## src/rtl/dcache_ctrl_pkg.sv

```systemverilog
// Shared types, encodings and helpers for the data-cache access controller.
package dcache_ctrl_pkg;

    localparam int unsigned ADDR_W = 32;
    localparam int unsigned DATA_W = 32;

    // Access size encoding, shared by loads, stores and the cache port
    localparam logic SIZE_HALF = 1'b0;
    localparam logic SIZE_BYTE = 1'b1;

    // Which requester won the most recent arbitration
    localparam logic GRANT_LOAD  = 1'b0;
    localparam logic GRANT_STORE = 1'b1;

    typedef enum logic [2:0] {
        S_IDLE,
        S_LOOKUP,
        S_CHECK,
        S_MEM_REQ,
        S_MEM_WAIT,
        S_FILL,
        S_RESP,
        S_ST_WRITE
    } state_e;

    // Latched load request held for the whole access
    typedef struct packed {
        logic [ADDR_W-1:0] addr;
        logic              size;
    } ld_req_t;

    // Zero-extend the addressed byte or halfword of a 32-bit word
    function automatic logic [DATA_W-1:0] mask_data(input logic [DATA_W-1:0] d,
                                                    input logic              size);
        logic [DATA_W-1:0] r;
        if (size == SIZE_BYTE) begin
            r = {24'h0, d[7:0]};
        end else begin
            r = {16'h0, d[15:0]};
        end
        return r;
    endfunction

endpackage

```

## src/rtl/dcache_access_ctrl_if.sv

```systemverilog
// Requester, cache-port and memory-port signals of the access controller.
interface dcache_access_ctrl_if #(
    parameter int unsigned TAG_W = 6
) ();
    import dcache_ctrl_pkg::*;

    // load issue port
    logic              ld_valid;
    logic              ld_ready;
    logic [ADDR_W-1:0] ld_addr;
    logic              ld_size;
    logic [TAG_W-1:0]  ld_tag;

    // store retire port
    logic              st_valid;
    logic              st_ready;
    logic [ADDR_W-1:0] st_addr;
    logic [DATA_W-1:0] st_data;
    logic              st_size;

    // load response
    logic              resp_valid;
    logic [DATA_W-1:0] resp_data;
    logic [TAG_W-1:0]  resp_tag;
    logic              resp_err;

    // data cache port
    logic              cache_rd;
    logic              cache_wr;
    logic [ADDR_W-1:0] cache_addr;
    logic [DATA_W-1:0] cache_wdata;
    logic              cache_size;
    logic [DATA_W-1:0] cache_rdata;
    logic              cache_miss;

    // main memory port
    logic              mem_req;
    logic [ADDR_W-1:0] mem_addr;
    logic              mem_valid;
    logic [DATA_W-1:0] mem_rdata;

    // controller side
    modport slave (
        input  ld_valid, ld_addr, ld_size, ld_tag,
        input  st_valid, st_addr, st_data, st_size,
        input  cache_rdata, cache_miss,
        input  mem_valid, mem_rdata,
        output ld_ready, st_ready,
        output resp_valid, resp_data, resp_tag, resp_err,
        output cache_rd, cache_wr, cache_addr, cache_wdata, cache_size,
        output mem_req, mem_addr
    );

    // requester / cache / memory side
    modport master (
        output ld_valid, ld_addr, ld_size, ld_tag,
        output st_valid, st_addr, st_data, st_size,
        output cache_rdata, cache_miss,
        output mem_valid, mem_rdata,
        input  ld_ready, st_ready,
        input  resp_valid, resp_data, resp_tag, resp_err,
        input  cache_rd, cache_wr, cache_addr, cache_wdata, cache_size,
        input  mem_req, mem_addr
    );

endinterface

```

## src/rtl/sat_counter.sv

```systemverilog
// Event counter that sticks at all-ones instead of wrapping.
module sat_counter #(
    parameter int unsigned W = 16
) (
    input  logic         clk,
    input  logic         rstn,
    input  logic         inc,
    output logic [W-1:0] cnt
);

    // increment on each event until saturated
    always_ff @(posedge clk or negedge rstn) begin
        if (!rstn) begin
            cnt <= '0;
        end else if (inc && (cnt != {W{1'b1}})) begin
            cnt <= cnt + W'(1);
        end
    end

endmodule

```

## src/rtl/dcache_access_ctrl.sv

```systemverilog
// Arbitrates load/store requesters onto the single data-cache port,
// services load misses from main memory and returns tagged load results.
module dcache_access_ctrl
    import dcache_ctrl_pkg::*;
#(
    parameter int unsigned TAG_W   = 6,
    parameter int unsigned TIMEOUT = 64,
    parameter int unsigned CNT_W   = 16
) (
    input  logic                 clk,
    input  logic                 rstn,
    dcache_access_ctrl_if.slave  bus,
    output logic [CNT_W-1:0]     hit_cnt,
    output logic [CNT_W-1:0]     miss_cnt
);

    localparam int unsigned TMR_W = $clog2(TIMEOUT + 1);

    state_e           state;
    logic             last_grant;
    ld_req_t          ld_req;
    logic [TAG_W-1:0] ld_tag;
    logic [TMR_W-1:0] timer;

    logic ld_ready_c;
    logic st_ready_c;
    logic ld_fire_c;
    logic st_fire_c;
    logic hit_inc_c;
    logic miss_inc_c;

    // round-robin arbitration between the two requesters, only while idle
    always_comb begin
        ld_ready_c = (state == S_IDLE) && (!bus.st_valid || (last_grant == GRANT_STORE));
        st_ready_c = (state == S_IDLE) && (!bus.ld_valid || (last_grant == GRANT_LOAD));
        ld_fire_c  = bus.ld_valid && ld_ready_c;
        st_fire_c  = bus.st_valid && st_ready_c;
        hit_inc_c  = (state == S_CHECK) && !bus.cache_miss;
        miss_inc_c = (state == S_CHECK) && bus.cache_miss;
    end

    assign bus.ld_ready = ld_ready_c;
    assign bus.st_ready = st_ready_c;

    // access sequencer; outputs are loaded on entry to the state that owns them
    always_ff @(posedge clk or negedge rstn) begin
        if (!rstn) begin
            state           <= S_IDLE;
            last_grant      <= GRANT_STORE;
            ld_req          <= '0;
            ld_tag          <= '0;
            timer           <= '0;
            bus.resp_valid  <= 1'b0;
            bus.resp_data   <= '0;
            bus.resp_tag    <= '0;
            bus.resp_err    <= 1'b0;
            bus.cache_rd    <= 1'b0;
            bus.cache_wr    <= 1'b0;
            bus.cache_addr  <= '0;
            bus.cache_wdata <= '0;
            bus.cache_size  <= 1'b0;
            bus.mem_req     <= 1'b0;
            bus.mem_addr    <= '0;
        end else begin
            bus.cache_rd   <= 1'b0;
            bus.cache_wr   <= 1'b0;
            bus.mem_req    <= 1'b0;
            bus.resp_valid <= 1'b0;

            case (state)
                S_IDLE: begin
                    if (ld_fire_c) begin
                        ld_req.addr    <= bus.ld_addr;
                        ld_req.size    <= bus.ld_size;
                        ld_tag         <= bus.ld_tag;
                        last_grant     <= GRANT_LOAD;
                        bus.cache_rd   <= 1'b1;
                        bus.cache_addr <= bus.ld_addr;
                        bus.cache_size <= bus.ld_size;
                        state          <= S_LOOKUP;
                    end else if (st_fire_c) begin
                        last_grant      <= GRANT_STORE;
                        bus.cache_wr    <= 1'b1;
                        bus.cache_addr  <= bus.st_addr;
                        bus.cache_wdata <= bus.st_data;
                        bus.cache_size  <= bus.st_size;
                        state           <= S_ST_WRITE;
                    end
                end

                S_LOOKUP: begin
                    state <= S_CHECK;
                end

                S_CHECK: begin
                    if (bus.cache_miss) begin
                        bus.mem_req  <= 1'b1;
                        bus.mem_addr <= ld_req.addr;
                        state        <= S_MEM_REQ;
                    end else begin
                        bus.resp_valid <= 1'b1;
                        bus.resp_data  <= mask_data(bus.cache_rdata, ld_req.size);
                        bus.resp_tag   <= ld_tag;
                        bus.resp_err   <= 1'b0;
                        state          <= S_RESP;
                    end
                end

                S_MEM_REQ: begin
                    timer <= TMR_W'(1);
                    state <= S_MEM_WAIT;
                end

                // memory data beats the timeout when both land in the same cycle
                S_MEM_WAIT: begin
                    if (bus.mem_valid) begin
                        bus.cache_wr    <= 1'b1;
                        bus.cache_addr  <= ld_req.addr;
                        bus.cache_wdata <= mask_data(bus.mem_rdata, ld_req.size);
                        bus.cache_size  <= ld_req.size;
                        timer           <= '0;
                        state           <= S_FILL;
                    end else if (timer == TMR_W'(TIMEOUT)) begin
                        bus.resp_valid <= 1'b1;
                        bus.resp_data  <= '0;
                        bus.resp_tag   <= ld_tag;
                        bus.resp_err   <= 1'b1;
                        timer          <= '0;
                        state          <= S_RESP;
                    end else begin
                        timer <= timer + TMR_W'(1);
                    end
                end

                // fill data is already masked in cache_wdata
                S_FILL: begin
                    bus.resp_valid <= 1'b1;
                    bus.resp_data  <= bus.cache_wdata;
                    bus.resp_tag   <= ld_tag;
                    bus.resp_err   <= 1'b0;
                    state          <= S_RESP;
                end

                S_RESP: begin
                    state <= S_IDLE;
                end

                S_ST_WRITE: begin
                    state <= S_IDLE;
                end

                default: begin
                    state <= S_IDLE;
                end
            endcase
        end
    end

    sat_counter #(.W(CNT_W)) u_hit_cnt (
        .clk  (clk),
        .rstn (rstn),
        .inc  (hit_inc_c),
        .cnt  (hit_cnt)
    );

    sat_counter #(.W(CNT_W)) u_miss_cnt (
        .clk  (clk),
        .rstn (rstn),
        .inc  (miss_inc_c),
        .cnt  (miss_cnt)
    );

endmodule

```

## src/flat_wrapper.sv

```systemverilog
// flat-port wrapper written by rule: the top's interface ports become plain ports
module dcache_access_ctrl_flat import dcache_ctrl_pkg::*;
#(
    parameter int unsigned TAG_W   = 6,
    parameter int unsigned TIMEOUT = 64,
    parameter int unsigned CNT_W   = 16
)
  (clk, rstn, hit_cnt, miss_cnt, bus_ld_valid, bus_ld_addr, bus_ld_size, bus_ld_tag, bus_st_valid, bus_st_addr, bus_st_data, bus_st_size, bus_cache_rdata, bus_cache_miss, bus_mem_valid, bus_mem_rdata, bus_ld_ready, bus_st_ready, bus_resp_valid, bus_resp_data, bus_resp_tag, bus_resp_err, bus_cache_rd, bus_cache_wr, bus_cache_addr, bus_cache_wdata, bus_cache_size, bus_mem_req, bus_mem_addr);
  dcache_access_ctrl_if #(.TAG_W(TAG_W)) bus_i ();
  input  logic clk;
  input  logic rstn;
  output logic [CNT_W-1:0] hit_cnt;
  output logic [CNT_W-1:0] miss_cnt;
  input wire logic [$bits(bus_i.ld_valid)-1:0] bus_ld_valid;
  input wire logic [$bits(bus_i.ld_addr)-1:0] bus_ld_addr;
  input wire logic [$bits(bus_i.ld_size)-1:0] bus_ld_size;
  input wire logic [$bits(bus_i.ld_tag)-1:0] bus_ld_tag;
  input wire logic [$bits(bus_i.st_valid)-1:0] bus_st_valid;
  input wire logic [$bits(bus_i.st_addr)-1:0] bus_st_addr;
  input wire logic [$bits(bus_i.st_data)-1:0] bus_st_data;
  input wire logic [$bits(bus_i.st_size)-1:0] bus_st_size;
  input wire logic [$bits(bus_i.cache_rdata)-1:0] bus_cache_rdata;
  input wire logic [$bits(bus_i.cache_miss)-1:0] bus_cache_miss;
  input wire logic [$bits(bus_i.mem_valid)-1:0] bus_mem_valid;
  input wire logic [$bits(bus_i.mem_rdata)-1:0] bus_mem_rdata;
  output wire logic [$bits(bus_i.ld_ready)-1:0] bus_ld_ready;
  output wire logic [$bits(bus_i.st_ready)-1:0] bus_st_ready;
  output wire logic [$bits(bus_i.resp_valid)-1:0] bus_resp_valid;
  output wire logic [$bits(bus_i.resp_data)-1:0] bus_resp_data;
  output wire logic [$bits(bus_i.resp_tag)-1:0] bus_resp_tag;
  output wire logic [$bits(bus_i.resp_err)-1:0] bus_resp_err;
  output wire logic [$bits(bus_i.cache_rd)-1:0] bus_cache_rd;
  output wire logic [$bits(bus_i.cache_wr)-1:0] bus_cache_wr;
  output wire logic [$bits(bus_i.cache_addr)-1:0] bus_cache_addr;
  output wire logic [$bits(bus_i.cache_wdata)-1:0] bus_cache_wdata;
  output wire logic [$bits(bus_i.cache_size)-1:0] bus_cache_size;
  output wire logic [$bits(bus_i.mem_req)-1:0] bus_mem_req;
  output wire logic [$bits(bus_i.mem_addr)-1:0] bus_mem_addr;
  assign bus_i.ld_valid = bus_ld_valid;
  assign bus_i.ld_addr = bus_ld_addr;
  assign bus_i.ld_size = bus_ld_size;
  assign bus_i.ld_tag = bus_ld_tag;
  assign bus_i.st_valid = bus_st_valid;
  assign bus_i.st_addr = bus_st_addr;
  assign bus_i.st_data = bus_st_data;
  assign bus_i.st_size = bus_st_size;
  assign bus_i.cache_rdata = bus_cache_rdata;
  assign bus_i.cache_miss = bus_cache_miss;
  assign bus_i.mem_valid = bus_mem_valid;
  assign bus_i.mem_rdata = bus_mem_rdata;
  assign bus_ld_ready = bus_i.ld_ready;
  assign bus_st_ready = bus_i.st_ready;
  assign bus_resp_valid = bus_i.resp_valid;
  assign bus_resp_data = bus_i.resp_data;
  assign bus_resp_tag = bus_i.resp_tag;
  assign bus_resp_err = bus_i.resp_err;
  assign bus_cache_rd = bus_i.cache_rd;
  assign bus_cache_wr = bus_i.cache_wr;
  assign bus_cache_addr = bus_i.cache_addr;
  assign bus_cache_wdata = bus_i.cache_wdata;
  assign bus_cache_size = bus_i.cache_size;
  assign bus_mem_req = bus_i.mem_req;
  assign bus_mem_addr = bus_i.mem_addr;
  dcache_access_ctrl #(.TAG_W(TAG_W), .TIMEOUT(TIMEOUT), .CNT_W(CNT_W)) u_core (.clk(clk), .rstn(rstn), .bus(bus_i), .hit_cnt(hit_cnt), .miss_cnt(miss_cnt));
endmodule
```

## config.mk

```make
export PLATFORM = sky130hd
export DESIGN_NAME = dcache_access_ctrl_flat
export DESIGN_NICKNAME = d
export VERILOG_FILES = /design/src/rtl/dcache_ctrl_pkg.sv /design/src/rtl/dcache_access_ctrl_if.sv /design/src/rtl/sat_counter.sv /design/src/rtl/dcache_access_ctrl.sv /design/src/flat_wrapper.sv
export SDC_FILE = /design/constraint.sdc
export NUM_CORES = 1
export LEC_CHECK = 0
export ABC_AREA = 1
export ABC_CLOCK_PERIOD_IN_PS = 1900
export CAP_MARGIN = 20
export CORE_MARGIN = 2
export CORE_UTILIZATION = 45
export DETAILED_ROUTE_END_ITERATION = 7
export PLACE_DENSITY = 0.86
export SLEW_MARGIN = 5
export SYNTH_ARGS = -nofsm -noshare
export SYNTH_HDL_FRONTEND = slang
export SYNTH_SLANG_ARGS = --single-unit
```

## constraint.sdc

```tcl
create_clock -name clk -period 1.9 [get_ports clk]
set_input_delay 0.19 -clock clk [delete_from_list [all_inputs] [get_ports clk]]
set_output_delay 0.19 -clock clk [all_outputs]
set_load 0.01 [all_outputs]
```

## Word-level counts from Yosys, hierarchy flattened

Index checks and enable logic that the tools add are counted.

| cells by class | value |
|---|---|
| add/sub/neg operators | 3 |
| equality and inequality tests | 18 |
| muxes and demuxes | 49 |
| bitwise operators | 1 |
| reductions and logical operators | 26 |

Operators by type and width:

| kind | count |
|---|---|
| $mux W32 | 9 |
| $pmux W32 S2 | 2 |
| $pmux W32 S3 | 1 |
| $add A16 B1 Y16 const B | 2 |
| $mux W16 | 2 |
| $ne A16 B16 Y1 const B | 2 |
| $pmux W3 S7 | 1 |
| $mux W1 | 18 |
| $mux W6 | 3 |
| $pmux W6 S3 | 1 |
| $mux W3 | 5 |
| $mux W7 | 2 |
| $pmux W7 S2 | 1 |
| $eq A3 B3 Y1 const B | 4 |
| $logic_and A1 B1 Y1 | 8 |
| $ne A2 B2 Y1 const B | 4 |
| $reduce_and A2 Y1 | 4 |
| $reduce_and A4 Y1 | 2 |
| $add A7 B1 Y7 const B | 1 |
| $eq A7 B7 Y1 const B | 1 |
| $eq A3 B2 Y1 const B | 2 |
| $pmux W1 S3 | 2 |
| $reduce_bool A2 Y1 | 3 |
| $ne A2 B1 Y1 const B | 2 |
| 11 further kinds | 15 |

| storage, ports and cells | value |
|---|---|
| register bits | 222 |
| bits of input ports | 174 |
| output and inout bits | 174 |
| word-level logic and storage cells | 116 |

## Depth between registers and ports, before layout

| logic depth | value |
|---|---|
| word-level depth | 7 |
| gate-level depth with buffers | 10 |
| depth with buffers taken out | 9 |

## Hierarchy

From an unflattened synthesis, not the netlist that was laid out.

| unflattened totals | value |
|---|---|
| cell total of the unflattened synthesis | 1293 |
| area total of the unflattened synthesis | 10375.0 um^2 |

By module, submodules not included:

| module | times used | cells an instance | area an instance (um^2) | seq. area each (um^2) |
|---|---|---|---|---|
| dcache_access_ctrl | 1 | 981 | 8246.7 | 4755.8 |
| sat_counter at u_core.u_miss_cnt | 1 | 163 | 1069.8 | 400.4 |
| sat_counter at u_core.u_hit_cnt | 1 | 149 | 1058.5 | 400.4 |

## Worst setup path after synthesis

Ideal clock, no wire load.

| timing | value |
|---|---|
| path type | reg-to-reg |
| start | register u_core.u_hit_cnt.cnt[0] |
| end | register u_core.u_hit_cnt.cnt[3] |
| library setup time | 116 ps |
| arrival | 1626 ps |
| path slack | 158 ps |
| stages on the path, launching flop included | 10 |
| buffers on the path | 1 |
| cell sequence | dfrtp_1 ha_1 nand3_1 nor3_1 nand3_1 nand2_1 inv_1 buf_2 nand2_1 nand2_1 |

| on the way | value |
|---|---|
| word-level cells in the longest chain between the ends | 2 |

Ends and longest elaborated chain:

| item | RTL line | text |
|---|---|---|
| start: declaration | sat_counter.sv:8 | `output logic [W-1:0] cnt` |
| start signal: assignment | sat_counter.sv:16 | `cnt <= cnt + W'(1);` |
| branches (longest 2 deep; another with $add A16 B1 Y16) | -- |  |

Several ways; the timed one is not identified.
A chain may end at the register's enable or synchronous reset.

## Worst setup path after layout

| timing | value |
|---|---|
| start | register u_core.state[0] |
| end | output bus_st_ready |

| on the way | value |
|---|---|
| word-level cells in the longest chain between the ends | 2 |

Ends and longest elaborated chain:

| item | RTL line | text |
|---|---|---|
| start: declaration | dcache_access_ctrl.sv:19 | `state_e state;` |
| start signal: assignment | dcache_access_ctrl.sv:48 | `state <= S_IDLE;` |
| start signal: assignment | dcache_access_ctrl.sv:80 | `state <= S_LOOKUP;` |
| start signal: assignment | dcache_access_ctrl.sv:87 | `state <= S_ST_WRITE;` |
| $logic_not A3 Y1 | dcache_access_ctrl.sv:35 | `st_ready_c = (state == S_IDLE) && (!bus.ld_valid \|\| (last_grant == GRANT_LOAD));` |
| $logic_and A1 B1 Y1 | dcache_access_ctrl.sv:35 |  |
| end: declaration | flat_wrapper.sv:27 | `output wire logic [$bits(bus_i.st_ready)-1:0] bus_st_ready;` |

No other way between the ends.

==> flow_metrics.py <==
metrics = {
    "floorplan": {
        "chipHeight_um": 155,
        "die_w_um": 155,
        "die_area_sq_um": 23900,
        "initial_core_util": 0.455,
        "core_sq_um": 22400,
        "core.rowCount": 55,
        "io_pins": 348,
    },
    "timing": {
        "skew_ns": 0.0187,
        "max_freq_mhz": 561,
        "setup_tns_ns": 0,
        "worst_pin_slew_ns": 0.475,
        "hold_viol": 0,
        "slew_headroom": 0.682,
        "period_minus_slack_ns": 1.78,
        "setup_viol": 0,
        "finalCritPeriodShare": 0.939,
        "drv_slew": 0,
    },
    "layout": {
        "antennaDiodeCount": 0,
        "drive_above_1_share": 0.0697,
        "fin_util": 0.658,
        "nets": 1768,
        "syn2layout_area_growth_pct": 44.7,
    },
    "synthesis": {
        "synth_common_cells": "nand2_1 (481), dfrtp_1 (221), nand3_1 (147), o21ai_0 (147), inv_1 (70)",
        "syn_avg_cell_area_sq_um": 8.05,
        "syn-num-nets": 1445,
        "ys_seq_area_frac": 0.545,
        "ys.flop_type": "dfrtp_1",
        "synth_cells": 1267,
        "yosys.area.top_type": "dfrtp_1",
        "synthesis.area_sq_um": 10200,
        "synth_cell_types": 33,
        "synth_edf_count": 0,
        "synth_seq_cells": 222,
        "yosys_warnings": 0,
        "async_reset_ff_frac": 1.00,
        "synthTopCellsByArea": "dfrtp_1 (54%), nand2_1 (18%), nand3_1 (7.2%), o21ai_0 (7.2%), inv_1 (2.6%)",
        "synth_top_cell_area_share": 0.542,
        "synth.most_common_cell": "nand2_1",
    },
    "run": {
        "drv_cap": 0,
    },
    "worst_setup_path": {
        "worst-path-buf-inv": 2,
        "slowest_stage": "dfrtp_2",
        "crit_chain": "nor2_4 -> nand2_2 -> buf_4 -> nor2_1 -> buf_2",
        "cp.arrival_ns": 1.59,
        "critPathKind": "register to output port",
        "critPathCaptureType": "output port",
        "path_max_fanout": 5,
        "slowest_delay_ns": 0.44,
        "cp_top_family": "flip-flops",
        "startpoint_type": "register",
        "required_ns": 1.71,
    },
    "grt": {
        "grt_pass1_wl_mm": 51.8,
        "first_global_vias": 10200,
        "antenna_found_initial": 1,
        "grt_use_total": 0.269,
        "grt_max_degree": 66,
        "overflow": 0,
    },
    "place": {
        "dpl.hpwl_mm": 22.8,
        "port_buffers": 315,
        "gp_congestion": 0.929,
    },
    "worst_hold_path": {
        "hp-class": "input pin to async pin",
    },
    "drt": {
        "drt.antenna.violating_nets": 0,
        "via_per_inst": 5.39,
        "vias": 10200,
        "dr.pass1.iters": 6,
        "drt_iter0_markers": 835,
        "wire_per_inst_um": 17.2,
        "totalWireLength_mm": 32.5,
        "drcViolationCount": 0,
    },
    "power": {
        "ir_drop_mv": 0.960,
        "powerDensity_nw_per_um2": 1610,
        "p_leak_uw": 0.00697,
    },
    "clock_tree": {
        "cts-root-buf": "clkbuf_16",
        "clkTransAtPathRegs_ns": 0.06,
        "cts.sinks": 222,
        "cts_tree": "done",
        "clockBufferDepth": 3,
        "clk_latency_ns": 0.51,
        "h-tree-depth": 1,
        "cts_buffers": 25,
    },
    "run_status": {
        "status": "complete, no violations",
    },
}
[final timing paths]
| check | start | endpoint | slack (ns) | cells after the start |
|---|---|---|---|---|
| max | u_core.state[0] | bus_st_ready | 0.12 | 5 |
| min | rstn | u_core.u_miss_cnt.cnt[6] | 0.19 | 2 |
| max reg2reg | u_core.u_hit_cnt.cnt[1] | u_core.u_hit_cnt.cnt[6] | 0.16 | 8 |
| min reg2reg | u_core.ld_tag[2] | u_core.ld_tag[2] | 0.48 | 2 |
| max in group asynchronous | rstn | u_core.bus.resp_data[11] | 1.05 | 3 |
| min in group clk | bus_ld_tag[5] | u_core.ld_tag[5] | 0.22 | 3 |
[kinds of logic (layout without fill, tap and decap cells)]
| kind of cell | after synthesis | count (layout) | share of synthesized area |
|---|---|---|---|
| AO/OA/AOI/OAI | 175 | 175 | 0.0898 |
| XOR/XNOR | 23 | 23 | 0.0197 |
| adder cells (fa/ha/maj) | 4 | 4 | 0.00491 |
| buffers and inverters | 143 | 483 | 0.0572 |
| flip-flops | 222 | 222 | 0.545 |
| AND/OR/NAND/NOR | 700 | 700 | 0.284 |
[report_power, final]
part           leakage, uW  total, uW  internal [uW]  switching, uW
Clock             0.000406       4810           2920           1890
Combinational      0.00376      10900           4890           6060
Sequential         0.00281       7980           6720           1260
Total              0.00697      23700          14500           9210
[layout by cell type, fill, tap and decap left out, types with 2 or more instances in the layout]
cell             count
nor2_4               5
clkinv_2             3
buf_2                2
o21ai_1              2
o21ai_0            147
inv_2                3
inv_1               70
nor3_2               2
a31oi_1             17
xor2_1               8
clkbuf_1             5
dfrtp_1            220
nand2_1            480
bufinv_16            2
clkdlybuf4s50_1    312
clkbuf_8             6
nand4_1              7
ha_1                 4
buf_12              10
inv_4                2
buf_4               36
nand2_2              4
clkbuf_16           25
a21oi_1              2
nor3_1               6
nand3_1            147
o22ai_1              2
xnor2_1             15
nor2_1              46
[sequential cells by signal, indices dropped and copies added, names as in the netlist, 3 cells and up]
signal / count
u_core.ld_req: 33
u_core.bus.cache_addr: 32
u_core.bus.cache_wdata: 32
u_core.bus.mem_addr: 32
u_core.bus.resp_data: 32
u_core.u_hit_cnt.cnt: 16
u_core.u_miss_cnt.cnt: 16
u_core.timer: 7
u_core.bus.resp_tag: 6
u_core.ld_tag: 6
u_core.state: 3
[through the flow]
stage               hold WS (ns)  area, sq um  std cells  setup slack (ns)  total power, uW
floorplan                 -0.106        10200       1267             0.158            13100
global placement           0.137        13900       1845            0.0106            18500
detailed placement         0.135        13900       1845           -0.0744            18900
CTS                        0.201        14700       1890           0.00939            23800
global route               0.215        14800       1892          -0.00976            25300
finish                     0.191        14800       1892             0.116            23700
[repair_timing]
item	CTS	global route
gates resized for setup	10	3
hold endpoints to repair	167	0
setup endpoints to repair	5	16
pin swaps	1	1
buffers inserted	0	2
hold buffers	1	0
[layout make-up]
type,count,area [sq um]
clock inverter,8,100
inverter,76,290
sequential,222,5560
multi-input combinational,902,4090
timing repair buffer,363,3640
tap,285,357
clock buffer,36,727
fill,1828,7670
[routing by layer]
metal	wire [um]	vias to the layer above	global-route usage
li1	-	4732	-
met1	12300	4822	0.327
met2	15900	546	0.465
met3	3230	94	0.0698
met4	1090	2	0.0961
met5	16	-	0
[worst register-to-register path, cell delays in order (launching register included)]
cell     delay, ns
dfrtp_1       0.43
ha_1          0.26
nand3_1       0.16
nor3_2        0.22
nand3_1       0.10
nand2_1       0.08
inv_1         0.19
nand2_1       0.13
nand2_1       0.06
(Power assumes the default switching activity.)
